## config.mk

```make
export PLATFORM = sky130hd
export DESIGN_NAME = aipp_multi_core
export DESIGN_NICKNAME = d
export VERILOG_FILES = /design/src/rtl/aipp_pkg.sv /design/src/rtl/aipp_chan_ctrl.sv /design/src/rtl/aipp_multi_core.sv
export SDC_FILE = /design/constraint.sdc
export NUM_CORES = 1
export LEC_CHECK = 0
export CAP_MARGIN = 20
export CORE_AREA = 2 2 143 173
export CTS_CLUSTER_DIAMETER = 100
export DETAILED_ROUTE_END_ITERATION = 10
export DIE_AREA = 0 0 145 175
export PLACE_DENSITY = 0.64
export SYNTH_ARGS = -nofsm -noshare
export SYNTH_HDL_FRONTEND = slang
export SYNTH_SLANG_ARGS = --single-unit
```

## constraint.sdc

```tcl
create_clock -name clk -period 6.2 [get_ports clk]
set_clock_uncertainty 0.15 [all_clocks]
set_input_delay 1.24 -clock clk [delete_from_list [all_inputs] [get_ports clk]]
set_output_delay 1.24 -clock clk [all_outputs]
set_load 0.03 [all_outputs]
```

## src/rtl/aipp_pkg.sv

```systemverilog
// Shared definitions for the AIPP power-health rate limiter.
//   aipp_state_e : per-channel controller state
//   RATE_MAX     : all-ones rate source, sliced to the configured rate width
//   hold_cnt_w() : width of the ALERT hold counter for a given hold length
package aipp_pkg;

  typedef enum logic [1:0] {
    ST_NOMINAL,
    ST_THROTTLE,
    ST_ALERT,
    ST_RAMP
  } aipp_state_e;

  // Supports rate widths up to 32 bits.
  localparam logic [31:0] RATE_MAX = '1;

  function automatic int unsigned hold_cnt_w(input int unsigned hold_cycles);
    return $clog2(hold_cycles + 1);
  endfunction

endpackage

```

## src/rtl/aipp_chan_ctrl.sv

```systemverilog
// One power-health channel: state machine, ALERT hold counter, rate ramp and
// sticky alert status bit.
//   clk, rst        : clock, synchronous active-high reset
//   health, vld     : health sample and its valid qualifier
//   *_thr           : live alert / throttle / recover thresholds
//   throttle_rate   : rate used in THROTTLE and ramp ceiling
//   ramp_step       : per-cycle ramp increment (0 behaves as 1)
//   clr             : write-1-to-clear for status
//   rate            : registered rate limit
//   status          : sticky alert status
module aipp_chan_ctrl
  import aipp_pkg::*;
#(
  parameter int unsigned HEALTH_W    = 4,
  parameter int unsigned RATE_W      = 16,
  parameter int unsigned HOLD_CYCLES = 3
) (
  input  logic                clk,
  input  logic                rst,
  input  logic [HEALTH_W-1:0] health,
  input  logic                vld,
  input  logic [HEALTH_W-1:0] alert_thr,
  input  logic [HEALTH_W-1:0] throttle_thr,
  input  logic [HEALTH_W-1:0] recover_thr,
  input  logic [RATE_W-1:0]   throttle_rate,
  input  logic [RATE_W-1:0]   ramp_step,
  input  logic                clr,
  output logic [RATE_W-1:0]   rate,
  output logic                status
);

  localparam int unsigned       CNT_W     = hold_cnt_w(HOLD_CYCLES);
  localparam logic [CNT_W-1:0]  HOLD_LAST = CNT_W'(HOLD_CYCLES - 1);
  localparam logic [RATE_W-1:0] RATE_ONES = RATE_MAX[RATE_W-1:0];

  aipp_state_e       state;
  logic [CNT_W-1:0]  hold_cnt;
  logic              crit;
  logic              degraded;
  logic              healthy;
  logic [RATE_W-1:0] step_eff;
  logic [RATE_W:0]   ramp_sum;
  logic [RATE_W-1:0] ramp_next;

  always_comb begin
    crit      = vld && (health < alert_thr);
    degraded  = vld && (health < throttle_thr);
    healthy   = health >= recover_thr;
    step_eff  = (ramp_step == '0) ? RATE_W'(1) : ramp_step;
    // One extra bit so the ramp saturates instead of wrapping.
    ramp_sum  = {1'b0, rate} + {1'b0, step_eff};
    ramp_next = (ramp_sum >= {1'b0, throttle_rate}) ? throttle_rate : ramp_sum[RATE_W-1:0];
  end

  always_ff @(posedge clk) begin
    if (rst) begin
      state    <= ST_NOMINAL;
      rate     <= RATE_ONES;
      hold_cnt <= '0;
      status   <= 1'b0;
    end else begin
      // Set has priority over a simultaneous clear.
      if (crit)     status <= 1'b1;
      else if (clr) status <= 1'b0;

      if (crit) begin
        state    <= ST_ALERT;
        rate     <= '0;
        hold_cnt <= '0;
      end else begin
        unique case (state)
          ST_NOMINAL: begin
            if (degraded) begin
              state <= ST_THROTTLE;
              rate  <= throttle_rate;
            end else begin
              rate  <= RATE_ONES;
            end
          end
          ST_THROTTLE: begin
            if (vld && healthy) begin
              state <= ST_NOMINAL;
              rate  <= RATE_ONES;
            end else begin
              rate  <= throttle_rate;
            end
          end
          ST_ALERT: begin
            rate <= '0;
            if (vld) begin
              if (!healthy) begin
                hold_cnt <= '0;
              end else if (hold_cnt == HOLD_LAST) begin
                state    <= ST_RAMP;
                hold_cnt <= '0;
              end else begin
                hold_cnt <= hold_cnt + 1'b1;
              end
            end
          end
          ST_RAMP: begin
            // Leave one cycle after the ceiling has been reached.
            if (rate >= throttle_rate) begin
              state <= ST_THROTTLE;
              rate  <= throttle_rate;
            end else begin
              rate  <= ramp_next;
            end
          end
          default: begin
            state <= ST_NOMINAL;
            rate  <= RATE_ONES;
          end
        endcase
      end
    end
  end

endmodule

```

## src/rtl/aipp_multi_core.sv

```systemverilog
// Multi-channel power-health rate limiter: NUM_CH independent channel
// controllers plus a registered, masked interrupt OR.
//   clk, rst        : clock, synchronous active-high reset
//   v_health        : packed per-channel health samples
//   telemetry_vld   : per-channel sample valid
//   *_thr           : shared live thresholds
//   throttle_rate   : THROTTLE rate / ramp ceiling
//   ramp_step       : ramp increment per cycle
//   intr_mask       : per-channel interrupt enable
//   intr_clr        : write-1-to-clear for alert_status
//   rate_limit      : packed per-channel rate limits
//   alert_status    : sticky per-channel alert flags
//   intr_alert      : registered OR of enabled alert flags
module aipp_multi_core
  import aipp_pkg::*;
#(
  parameter int unsigned NUM_CH      = 4,
  parameter int unsigned HEALTH_W    = 4,
  parameter int unsigned RATE_W      = 16,
  parameter int unsigned HOLD_CYCLES = 3
) (
  input  logic                       clk,
  input  logic                       rst,
  input  logic [NUM_CH*HEALTH_W-1:0] v_health,
  input  logic [NUM_CH-1:0]          telemetry_vld,
  input  logic [HEALTH_W-1:0]        alert_thr,
  input  logic [HEALTH_W-1:0]        throttle_thr,
  input  logic [HEALTH_W-1:0]        recover_thr,
  input  logic [RATE_W-1:0]          throttle_rate,
  input  logic [RATE_W-1:0]          ramp_step,
  input  logic [NUM_CH-1:0]          intr_mask,
  input  logic [NUM_CH-1:0]          intr_clr,
  output logic [NUM_CH*RATE_W-1:0]   rate_limit,
  output logic [NUM_CH-1:0]          alert_status,
  output logic                       intr_alert
);

  for (genvar i = 0; i < NUM_CH; i++) begin : g_ch
    aipp_chan_ctrl #(
      .HEALTH_W    (HEALTH_W),
      .RATE_W      (RATE_W),
      .HOLD_CYCLES (HOLD_CYCLES)
    ) u_chan (
      .clk           (clk),
      .rst           (rst),
      .health        (v_health[i*HEALTH_W +: HEALTH_W]),
      .vld           (telemetry_vld[i]),
      .alert_thr     (alert_thr),
      .throttle_thr  (throttle_thr),
      .recover_thr   (recover_thr),
      .throttle_rate (throttle_rate),
      .ramp_step     (ramp_step),
      .clr           (intr_clr[i]),
      .rate          (rate_limit[i*RATE_W +: RATE_W]),
      .status        (alert_status[i])
    );
  end

  always_ff @(posedge clk) begin
    if (rst) intr_alert <= 1'b0;
    else     intr_alert <= |(alert_status & intr_mask);
  end

endmodule

```

# Word-level counts from Yosys, hierarchy flattened
# Index checks and enable logic that the tools add are counted.
# W data, S select, Z words.
[totals] register_bits=85
[classes] add_sub_neg=8 n_lt_le_gt_ge=20 eq_ne=64 n_mux=73 n_bitwise=1 reduce_logical=38
[ops] cell="$mux W16" count=21
[ops] cell="$pmux W16 S4" count=4
[ops] cell="$mux W2" count=36
[ops] cell="$add A16 B16 Y17" count=4
[ops] cell="$ge A17 B16 Y1" count=4
[ops] cell="$ge A16 B16 Y1" count=4
[ops] cell="$ne A3 B1 Y1 const B" count=20
[ops] cell="$reduce_and A6 Y1" count=8
[ops] cell="$ne A2 B1 Y1 const B" count=20
[ops] cell="$lt A4 B4 Y1" count=8
[ops] cell="$pmux W2 S4" count=4
[ops] cell="$eq A2 B2 Y1 const B" count=12
[ops] cell="$ge A4 B4 Y1" count=4
[ops] cell="$logic_not A16 Y1" count=1
[ops] cell="$logic_and A1 B1 Y1" count=12
[ops] cell="$ne A3 B2 Y1 const B" count=4
[ops] cell="$add A2 B1 Y2 const B" count=4
[ops] cell="$eq A2 B1 Y1 const B" count=4
[ops] cell="$logic_not A2 Y1" count=4
[ops] cell="$mux W1" count=8
[ops] cell="$ne A2 B2 Y1 const B" count=4
[ops] cell="$reduce_and A2 Y1" count=4
[ops] cell="$reduce_bool A2 Y1" count=4
[ops] cell="$reduce_or A2 Y1" count=4
[ops] cell="2 further kinds" count=2

# Logic depth before layout (Yosys ltp)
[depth] depth_word=8 depth_mapped=26 ltp_nobuf=23

# Hierarchy
# Synthesis repeated with hierarchy kept, for this count alone.
[hier_totals] hier_cells=1475 hier_area_um2=11365.9
[by_module_without_submodules] mod="aipp_chan_ctrl (g_ch[1].u_chan ...)" instances=2 cells_per_inst=367 area_per_inst_um2=2832.7
[by_module_without_submodules] mod="aipp_chan_ctrl (g_ch[0].u_chan)" instances=1 cells_per_inst=366 area_per_inst_um2=2854.0
[by_module_without_submodules] mod="aipp_chan_ctrl (g_ch[3].u_chan)" instances=1 cells_per_inst=371 area_per_inst_um2=2806.4
[by_module_without_submodules] mod="aipp_multi_core" instances=1 cells_per_inst=4 area_per_inst_um2=40.0

# Worst setup path after synthesis
# OpenSTA, ideal clock, no wires.
[synth_timing] path_kind="input-to-reg" from="input port ramp_step[3]" to="register g_ch[1].u_chan.rate[14]" arrival_time_ns=6.310 setup_slack_ns=-0.380 cell_stages=23 path_buffers=3 path_cell_list="clkbuf_1 > buf_1 > nor4_1 > a41o_1 > ha_1 > fa_1 > maj3_1 > a221oi_1 > a2111o_1 > a21oi_1 > o41ai_2 > o21bai_1 > a21oi_1 > xnor2_1 > ha_1 > a21o_1 > a211oi_1 > o2111a_1 > o31ai_1 > nor4_1 > nand2_1 > buf_2 > o31a_1"
[synth_via] elab_chain_len=8
[synth_rtl] element="start, declared" line="aipp_multi_core.sv:30" rtl="input logic [RATE_W-1:0] ramp_step,"
[synth_rtl] element="$logic_not A16 Y1" line="aipp_chan_ctrl.sv:49" rtl="step_eff = (ramp_step == '0) ? RATE_W'(1) : ramp_step;"
[synth_rtl] element="$mux W16 (*)" line="aipp_chan_ctrl.sv:49"
[synth_rtl] element="$add A16 B16 Y17 (*)" line="aipp_chan_ctrl.sv:51" rtl="ramp_sum = {1'b0, rate} + {1'b0, step_eff};"
[synth_rtl] element="$ge A17 B16 Y1" line="aipp_chan_ctrl.sv:52" rtl="ramp_next = (ramp_sum >= {1'b0, throttle_rate}) ? throttle_rate : ramp_sum[RATE_W-1:0];"
[synth_rtl] element="$mux W16 (*)" line="aipp_chan_ctrl.sv:52"
[synth_rtl] element="$mux W16 (*)" line="aipp_chan_ctrl.sv:103" rtl="if (rate >= throttle_rate) begin"
[synth_rtl] element="$pmux W16 S4 (*)" line="aipp_chan_ctrl.sv:71" rtl="unique case (state)"
[synth_rtl] element="$mux W16 (*)" line="aipp_chan_ctrl.sv:66" rtl="if (crit) begin"
[synth_rtl] element="end signal, assigned" line="aipp_chan_ctrl.sv:75" rtl="rate <= throttle_rate;"
[synth_rtl] element="end signal, assigned" line="aipp_chan_ctrl.sv:105" rtl="rate <= throttle_rate;"
[synth_rtl] element="end signal, assigned" line="aipp_chan_ctrl.sv:107" rtl="rate <= ramp_next;"
[synth_rtl] element="end, declared" line="aipp_chan_ctrl.sv:28" rtl="output logic [RATE_W-1:0] rate,"
# Mark *: on every way between the ends. The rest lies on a longest branch, timed or not.
# A chain may end at the register's enable or synchronous reset.

# Worst setup path after layout
[layout_timing] from="input port ramp_step[12]" to="register g_ch[1].u_chan.rate[6]"
# The elaborated chain is that of the path after synthesis.

==> out/metrics.cfg <==
[outcome]
outcome=finished, final reports clean

[die]
die_w_um=145
start_util_pct=43.7
dieArea_mm2=0.0254
chipHeight_um=175
boundaryPins=143
placement_rows=62
placeableCoreArea_mm2=0.0237

[pwr]
clockPowerShare_pct=17.0
leakage_uw=0.00593
power_report.internal_total_uw=1870
pwr_density_cell_mw_per_mm2=244
power_uw=3260
power.sequential.fraction_pct=21.9
p_switching_uw=1390
comb_power_share_pct=61.0
vdd_ir_drop_max_uv=165
switching_part_of_the_total_power_pct=42.6

[placement]
detailedPlace.worstSlack_ns=-0.763
gpl.final_weighted_congestion=0.913
io_buffer_count=142
dpl.hpwl_mm=27.3

[yosys]
synthDistinctLibCells=78
async_sr_flop_fraction_pct=0
mappedNetlistNets=1558
synth_enable_flop_cells=0
ys_warn_count=0
syn-mean-instance-area_um2=8.15
flip_flop_and_latch_count_after_synthesis=85
post_synth_inst_count=1268
ys_dominant_reg_cell=sky130_fd_sc_hd__dfxtp_1
seq_area_frac_synth_pct=16.5
synth_area_mm2=0.0103

[global_route]
largest_net_degree_at_the_start_of_global_routing=49
global_route.overflow_total=0
grt_pass1_vias=10100
grt_antenna_before_repair=0
grt_util_all_layers_pct=26.4
grt_pass1_wl_mm=53.8

[sta]
postLayoutSetupSlackWorst_ns=0.203
report.final.slew_viol_count=0
fin_tns_setup_ns=0
final.period_utilization_pct=96.7
maxSlewHeadroom_pct=32.4
final-hold-violation-count=0
finalWorstPathRequiredPeriod_ns=6.00
setup-violations-final=0
grt_setup_unrepaired=yes
max_slew.worst_pin.slew_ns=1.01
timing.fmax_mhz=167

[critical_path]
largest_fanout_of_any_net_on_the_critical_path=6
cp-start-kind=primary input
crit_arrival_ns=6.12
required_ns=6.32
setup.worst_path.class=in -> reg
cp-end-kind=register

[final_layout]
layout_common_cells=210 x sky130_fd_sc_hd__ha_1, 126 x sky130_fd_sc_hd__clkdlybuf4s50_1, 107 x sky130_fd_sc_hd__buf_4
final.fill_count=2225
area_growth_pct=29.0
final_nets=1770
flip_flop_and_latch_area_mm2=0.00170
multi_input_area_mm2=0.00837
antenna_cells_inserted=0
layout_cells_sized_above_1_pct=14.7
layout_commonest_cell=sky130_fd_sc_hd__ha_1

[routing]
firstDrtPassIters=5
drcViolationCount=0
post_drt_via_cell_ratio=5.81
postRouteAntennaNets=0
wl_per_cell_um=18.9
drtIter0Drc=502
vias=10500
routed_wl_mm=34.1

[cts]
cts.clk_slew.worst_paths_ns=0.07
root_buffer=sky130_fd_sc_hd__clkbuf_16
cts_max_level=3
maximum_number_of_buffers_from_clock_root_to_sink=2
cts_num_sinks=85
tritoncts=built
post_cts_hold_buffer_count=0
numCtsBuffers=9
worstSkewPairLatency_ns=0.35

[hold_path]
hp-class=reg -> reg

[job]
cap_violations=0

[critical path, cell delays in order]
cell	delay, ns
sky130_fd_sc_hd__clkbuf_2	0.12
sky130_fd_sc_hd__nor3_4	0.07
sky130_fd_sc_hd__a41o_1	0.26
sky130_fd_sc_hd__buf_6	0.14
sky130_fd_sc_hd__ha_4	0.15
sky130_fd_sc_hd__fa_2	0.34
sky130_fd_sc_hd__maj3_2	0.35
sky130_fd_sc_hd__a221oi_4	0.28
sky130_fd_sc_hd__a2111o_1	0.17
sky130_fd_sc_hd__a21oi_2	0.08
sky130_fd_sc_hd__o41ai_2	0.25
sky130_fd_sc_hd__o21bai_1	0.10
sky130_fd_sc_hd__a21oi_1	0.20
sky130_fd_sc_hd__xnor2_1	0.17
sky130_fd_sc_hd__ha_1	0.28
sky130_fd_sc_hd__a21o_1	0.20
sky130_fd_sc_hd__a211oi_2	0.22
sky130_fd_sc_hd__o2111a_1	0.27
sky130_fd_sc_hd__o31ai_4	0.11
sky130_fd_sc_hd__buf_4	0.16
sky130_fd_sc_hd__o41ai_4	0.32
sky130_fd_sc_hd__buf_4	0.20
sky130_fd_sc_hd__buf_6	0.14
sky130_fd_sc_hd__a31oi_1	0.10
sky130_fd_sc_hd__o21ai_1	0.20
[power by group through the flow]
stage	registers, uW	clock network (uW)	logic, uW
finish	715	555	1990
global route	725	583	2190
CTS	714	561	1940
detailed placement	726	0	1860
global placement	725	0	1830
floorplan	802	0	1110
[logic make-up after synthesis]
group / Yosys count / share of synthesized area (%)
flip-flops: 85 / 16.5
adder cells (fa/ha/maj): 229 / 27.7
XOR/XNOR: 72 / 6.10
multiplexers: 4 / 0.399
AO/OA/AOI/OAI: 426 / 27.8
buffers and inverters: 120 / 4.70
AND/OR/NAND/NOR: 332 / 16.9
[layout make-up]
class	count	area share (%)
clock buffers	10	1.72
clock inverters	6	0.478
inverters	62	1.75
multi-input cells	1063	62.8
flip-flops and latches	85	12.8
well taps	320	3.00
repair buffers	259	17.5
[repair_timing]
item | 4_1_cts | 5_1_grt
gates resized for setup | 52 | 58
cloned | 3 | 1
setup buffers | 9 | 4
setup endpoints to repair | 64 | 64
pin swaps | 30 | 28
[cells in the mapped netlist (all sizes together), types with 11 or more instances]
library cell / number / share of area [%]
buf: 16 / 0.92
nor3: 22 / 1.1
a21o: 57 / 4.1
o31ai: 19 / 1.6
a31o: 12 / 1.0
or2: 17 / 1.0
nor2: 88 / 3.2
nand4: 20 / 1.2
and2: 14 / 0.85
or3: 12 / 0.73
nand3: 27 / 1.3
clkbuf: 42 / 1.5
a21oi: 96 / 4.7
xnor2: 55 / 4.7
nand2b: 29 / 1.8
inv: 62 / 2.3
dfxtp: 85 / 16
ha: 212 / 26
nand2: 41 / 1.5
nor2b: 18 / 1.1
xor2: 17 / 1.4
o21a: 15 / 1.1
a211oi: 11 / 0.80
a21boi: 11 / 0.80
a31oi: 24 / 1.5
o21ai: 96 / 4.6
maj3: 13 / 1.3
nor4: 13 / 0.79
[worst paths after layout]
path | startpoint | end | slack (ns) | cells past startpoint
worst max-delay path | ramp_step[12] | g_ch[1].u_chan.rate[6] | 0.20 | 25
worst min-delay path | g_ch[0].u_chan.hold_cnt[1] | g_ch[0].u_chan.state[0] | 0.34 | 2
worst max register to register | g_ch[3].u_chan.rate[1] | g_ch[3].u_chan.rate[6] | 1.29 | 20
worst min register to register | g_ch[0].u_chan.hold_cnt[1] | g_ch[0].u_chan.state[0] | 0.34 | 2
[through the flow]
step	cell area, um^2	hold WS (ns)	std cells	util, %
after floorplan	10400	0.312	1268	-
after global placement	12700	0.335	1771	53.6
after detailed placement	12700	0.335	1771	53.6
after CTS	13200	0.340	1798	55.9
after global routing	13300	0.363	1805	56.4
final	13300	0.340	1805	56.4
[flip-flops by register name (all words and copies together), names as in the netlist]
name                  flops
intr_alert                1
g_ch.u_chan.hold_cnt      8
g_ch.u_chan.status        4
g_ch.u_chan.rate         64
g_ch.u_chan.state         8
[metal layers]
layer,global-route usage [%],routed length (um),vias up
met1,31.8,14500,4862
met2,47.1,16500,354
met4,11.4,1400,0
li1,-,-,5186
met3,3.37,1650,84
met5,0,0,-
(Power assumes the default switching activity.)
